<file path="config.mk">
export PLATFORM = sky130hd
export DESIGN_NAME = count_monitor
export DESIGN_NICKNAME = d
export VERILOG_FILES = /design/src/rtl/count_monitor.sv
export SDC_FILE = /design/constraint.sdc
export NUM_CORES = 1
export LEC_CHECK = 0
export CAP_MARGIN = 40
export CORE_MARGIN = 4
export CORE_UTILIZATION = 45
export DETAILED_ROUTE_END_ITERATION = 8
export GPL_TIMING_DRIVEN = 0
export PLACE_DENSITY = 0.7
export SYNTH_ARGS = -nofsm -noshare
export SYNTH_HDL_FRONTEND = slang
export SYNTH_SLANG_ARGS = --single-unit
</file>
<file path="constraint.sdc">
create_clock -name clk -period 3 [get_ports clk]
set_input_delay 0.3 -clock clk [delete_from_list [all_inputs] [get_ports clk]]
set_output_delay 0.3 -clock clk [all_outputs]
set_load 0.01 [all_outputs]
</file>
<file path="src/rtl/count_monitor.sv">
// Receive-side checker for a free-running modulo counter bus: locks after LOCK_CNT
// consecutive legal steps, then flags and counts sequence errors and legal wraps.
module count_monitor #(
  parameter int MODULUS  = 1000,
  parameter int CNT_W    = 10,
  parameter int LOCK_CNT = 4,
  parameter int ERR_W    = 8,
  parameter int WRAP_W   = 16
) (
  input  logic              clk,
  input  logic              rst,
  input  logic              en,
  input  logic [CNT_W-1:0]  count,
  input  logic              clr_stats,
  output logic              locked,
  output logic              err_pulse,
  output logic              wrap_pulse,
  output logic [ERR_W-1:0]  err_count,
  output logic [WRAP_W-1:0] wrap_count
);

  localparam int GOOD_W = $clog2(LOCK_CNT + 1);
  localparam logic [CNT_W-1:0]  LAST      = CNT_W'(MODULUS - 1);
  localparam logic [CNT_W:0]    MOD_X     = (CNT_W + 1)'(MODULUS);
  localparam logic [GOOD_W-1:0] GOOD_LOCK = GOOD_W'(LOCK_CNT);

  typedef enum logic [1:0] {
    UNLOCKED = 2'd0,
    ACQUIRE  = 2'd1,
    LOCKED   = 2'd2
  } state_t;

  function automatic logic [ERR_W-1:0] sat_inc_err(input logic [ERR_W-1:0] v);
    return (&v) ? v : v + ERR_W'(1);
  endfunction

  function automatic logic [WRAP_W-1:0] sat_inc_wrap(input logic [WRAP_W-1:0] v);
    return (&v) ? v : v + WRAP_W'(1);
  endfunction

  state_t             state_p1;
  logic [CNT_W-1:0]   prev_p1;
  logic [GOOD_W-1:0]  good_p1;

  logic               vld_p0;
  logic [CNT_W-1:0]   exp_p0;
  logic               match_p0;
  logic               wrap_p0;
  logic               err_evt_p0;
  logic               wrap_evt_p0;
  logic [GOOD_W-1:0]  good_nxt_p0;

  // Stage p0: compare the incoming sample against the successor of the last sample.
  always_comb begin
    vld_p0      = en;
    exp_p0      = (prev_p1 == LAST) ? '0 : prev_p1 + CNT_W'(1);
    match_p0    = (count == exp_p0) && ({1'b0, count} < MOD_X);
    wrap_p0     = match_p0 && (prev_p1 == LAST);
    err_evt_p0  = vld_p0 && (state_p1 == LOCKED) && !match_p0;
    wrap_evt_p0 = vld_p0 && (state_p1 == LOCKED) && wrap_p0;
    good_nxt_p0 = good_p1 + GOOD_W'(1);
  end

  // Stage p1: lock FSM, registered pulses and saturating statistics.
  always_ff @(posedge clk) begin
    if (rst) begin
      state_p1   <= UNLOCKED;
      prev_p1    <= '0;
      good_p1    <= '0;
      locked     <= 1'b0;
      err_pulse  <= 1'b0;
      wrap_pulse <= 1'b0;
      err_count  <= '0;
      wrap_count <= '0;
    end else begin
      err_pulse  <= err_evt_p0;
      wrap_pulse <= wrap_evt_p0;

      if (vld_p0) begin
        prev_p1 <= count;
        case (state_p1)
          UNLOCKED: begin
            good_p1  <= '0;
            state_p1 <= ACQUIRE;
          end
          ACQUIRE: begin
            if (match_p0) begin
              good_p1 <= good_nxt_p0;
              if (good_nxt_p0 == GOOD_LOCK) begin
                state_p1 <= LOCKED;
                locked   <= 1'b1;
              end
            end else begin
              good_p1 <= '0;
            end
          end
          LOCKED: begin
            if (!match_p0) begin
              good_p1  <= '0;
              state_p1 <= ACQUIRE;
              locked   <= 1'b0;
            end
          end
          default: begin
            good_p1  <= '0;
            state_p1 <= UNLOCKED;
            locked   <= 1'b0;
          end
        endcase
      end

      // A clear in the same cycle as an event wins and leaves the counter at zero.
      if (clr_stats) begin
        err_count  <= '0;
        wrap_count <= '0;
      end else begin
        if (err_evt_p0)  err_count  <= sat_inc_err(err_count);
        if (wrap_evt_p0) wrap_count <= sat_inc_wrap(wrap_count);
      end
    end
  end

endmodule

</file>
==> results of run 1 <==
state kept, by name (all words and copies together) (netlist names):
name        count
prev_p1        10
err_pulse       1
state_p1        2
good_p1         3
err_count       8
wrap_count     16
locked          1
wrap_pulse      1
Yosys cell counts (2+ instances only):
cell,instances
a21bo_2,2
a21o_1,2
a21oi_1,22
a31o_2,2
a31oi_1,6
and2_1,3
and3_1,12
buf_4,3
buf_6,3
clkbuf_1,8
dfxtp_1,42
ha_1,5
inv_1,12
mux2i_1,15
nand2_1,21
nand2b_1,6
nand3_1,20
nand3b_1,4
nand4_1,10
nor2_1,30
nor2b_1,5
nor3_1,6
nor3b_1,3
nor4_1,3
o2111ai_1,2
o21a_1,2
o21ai_0,9
o22ai_1,2
o31ai_1,4
o41ai_1,2
or3_1,6
or4_1,2
or4b_2,2
xnor2_1,10
xor2_1,3
report_power, final:
| group | internal [mW] | total, mW | switching, mW | leakage (nW) |
|---|---|---|---|---|
| Combinational | 0.0603 | 0.129 | 0.0685 | 0.758 |
| Clock | 0.355 | 0.552 | 0.196 | 0.0714 |
| Sequential | 0.566 | 0.578 | 0.0116 | 0.341 |
| Total | 0.982 | 1.26 | 0.276 | 1.17 |
routing by layer:
metal	global-route usage (%)	up-vias	share of wire (%)
met5	0	-	0
li1	-	1248	-
met4	4.892	0	0.96
met3	4.024	6	4.3
met2	27.83	65	46
met1	24.15	1147	48
repair_timing:
item                       in CTS  in global routing
setup endpoints to repair       0                 13
buffers inserted                0                  3
resized for setup               0                  4
cells by family (layout without fill, tap and decap cells):
group                    after synthesis  in the layout  synth area share, %
adder cells (fa/ha/maj)                5              5                2.385
AND/OR/NAND/NOR                      147            147                32.73
flip-flops                            42             42                32.06
AO/OA/AOI/OAI                         65             65                16.56
buffers and inverters                 28             79                5.343
XOR/XNOR                              14             14                5.200
multiplexers                          15             15                5.725
metrics by stage:
step / std cells / power, mW / util (%)
2_1_floorplan: 316 / 0.6724 / -
3_3_place_gp: 428 / 0.7159 / 55.85
3_5_place_dp: 428 / 0.7184 / 55.85
4_1_cts: 436 / 1.274 / 58.41
5_1_grt: 439 / 1.313 / 59.03
6_report: 439 / 1.258 / 59.03
layout make-up:
type | instances | area share (%)
multi-input combinational | 246 | 50.19
tap | 72 | 2.738
sequential | 42 | 25.63
timing repair buffer | 43 | 12.85
inverter | 12 | 1.369
clock buffer | 6 | 2.510
clock inverter | 2 | 1.825
buffer | 16 | 2.890
worst max-delay path, stage by stage (launching register included):
cell and delay [ps]:
dfxtp_2 410, ha_1 160, buf_2 200, and3_1 240, nand3_2 130, or4_1 450
a22o_4 280, nor3_4 330, buf_4 180, nand4_1 130, mux2i_1 150
worst max path at each step:
stage	to	from
2_1_floorplan	wrap_count[14]$_SDFFE_PP0P_	prev_p1[0]$_SDFFE_PP0P_
3_3_place_gp	wrap_count[1]$_SDFFE_PP0P_	count[8]
3_5_place_dp	wrap_count[1]$_SDFFE_PP0P_	count[3]
4_1_cts	wrap_count[1]$_SDFFE_PP0P_	prev_p1[0]$_SDFFE_PP0P_
5_1_grt	wrap_count[1]$_SDFFE_PP0P_	prev_p1[0]$_SDFFE_PP0P_
6_report	wrap_count[10]$_SDFFE_PP0P_	prev_p1[0]$_SDFFE_PP0P_
==> metrics, run 1 <==
outcome completed; final setup violation count 0; achievable frequency 0.3604 GHz; initial antenna violation count 0; Area contributors post-synth dfxtp_1 32%, mux2i_1 5.7%, nor2_1 4.3%, a21oi_1 4.2%, nand3_1 3.8%; yosys warns 0; Core ar. 0.005574 mm2; R2R setup slack 230 ps; total global routing overflow 0; CP Class reg2reg; Rel. slew slack 45.37%; Setup WS pre-CTS 47.14 ps; Syn Area/Cell 8.299 um2; final hold viol count 0; initial core utilization 47.05%; vias in the first global route 2,296; wirelength, routed 6349 um; Netlist cell types 62; DRC errors left 0; # port buffers 40; Post-Syn Nets 335; worst r2r src prev_p1[0]$_SDFFE_PP0P_; initial DRC count 143; maximum fanout along the worst path 9; via count 2,466; Most used DFF post-synth dfxtp_1; Worst-Margin Slew 812.5 ps; clock slew at reported path FFs 80 ps; I/O pin total 41; Hold Path Cell Cnt 2; FF+latch area 843.3 um2; filler instances 526; cell count after synthesis 316; H-tree Lvls 2; Die X 84.34 um; CTS tree built; Seq cells post-synth 42; WHS Endpoint locked$_SDFFE_PP0P_; nets@finish 385; critical path capture point type flip-flop; area of the multi-input gates 0.001652 mm2; Clock Latency Late Sink 290 ps; RSZ-0062 raised after global routing no; Final Max Slew Viols 0; Die Area 0.007113 mm2; ANT cells 0; first-pass GRT wire length 10,630 um; WP data arrival 2950 ps; Yosys top cell area share 32.06%; Post-synth EDFFs 0; setup ws final 225.4 ps; maxcap violations 0; number of buffers created by CTS 5; crit share post-route 92.49%; # hold bufs at CTS 0; setup tns final 0 ps; r2r worst-path depth 10; min Tclk post-route 2775 ps; Critical Path RT 3180 ps; GRT Total Usage 17.63%; Peak supply drop 306.1 uV; leakage 1.171 nW; power density over the cells 382.3 mW/mm2; synthesized cell area 0.002623 mm2; clk_skew 7.723 ps; die height 84.34 um; vias per cell 5.617; CTS root buffer clkbuf_8; largest net degree at the start of global routing 14; wire per inst 14.46 um; Design Area, Final 0.003291 mm2; hold wc startpoint locked$_SDFFE_PP0P_; share of layout cells above drive strength 1 11.17%; Max Buffers Root-to-Sink 2; CP Launch Type flip-flop; async set-reset flop share out of synthesis 0%; leading area contributor after synthesis dfxtp_1; most frequent cells in the layout 40 x dfxtp_1, 40 x clkdlybuf4s50_1, 30 x nor2_1, 22 x a21oi_1, 21 x nand2_1; worst hold-check path type reg2reg; Area Growth Syn to Fin 25.48%; remaining antenna violation count after routing 0; Worst R2R End wrap_count[10]$_SDFFE_PP0P_; placed cell area 0.003113 mm2; number of core rows 27; hpwl dp 4549 um; First-pass DRT Iterations 5; clock sinks 42; Min Hold Slack 481.5 ps; post-synthesis sequential area ratio 32.06%; GP Congestion 0.8822
No activity file was read; power rests on OpenSTA's default activity.
==> inputs of run 2 (changes only) <==
--- a/config.mk
+++ b/config.mk
@@ -14,3 +14,4 @@
 export SYNTH_ARGS = -nofsm -noshare
 export SYNTH_HDL_FRONTEND = slang
 export SYNTH_SLANG_ARGS = --single-unit
+export TNS_END_PERCENT = 1
==> results of run 2 <==
No change in the layout: final DEF, timing and power equal those of run 1.
==> inputs of run 3 (changes only) <==
--- a/config.mk
+++ b/config.mk
@@ -5,7 +5,6 @@
 export SDC_FILE = /design/constraint.sdc
 export NUM_CORES = 1
 export LEC_CHECK = 0
-export CAP_MARGIN = 40
 export CORE_MARGIN = 4
 export CORE_UTILIZATION = 45
 export DETAILED_ROUTE_END_ITERATION = 8
==> results of run 3 <==
No change in the layout: final DEF, timing and power equal those of run 1.
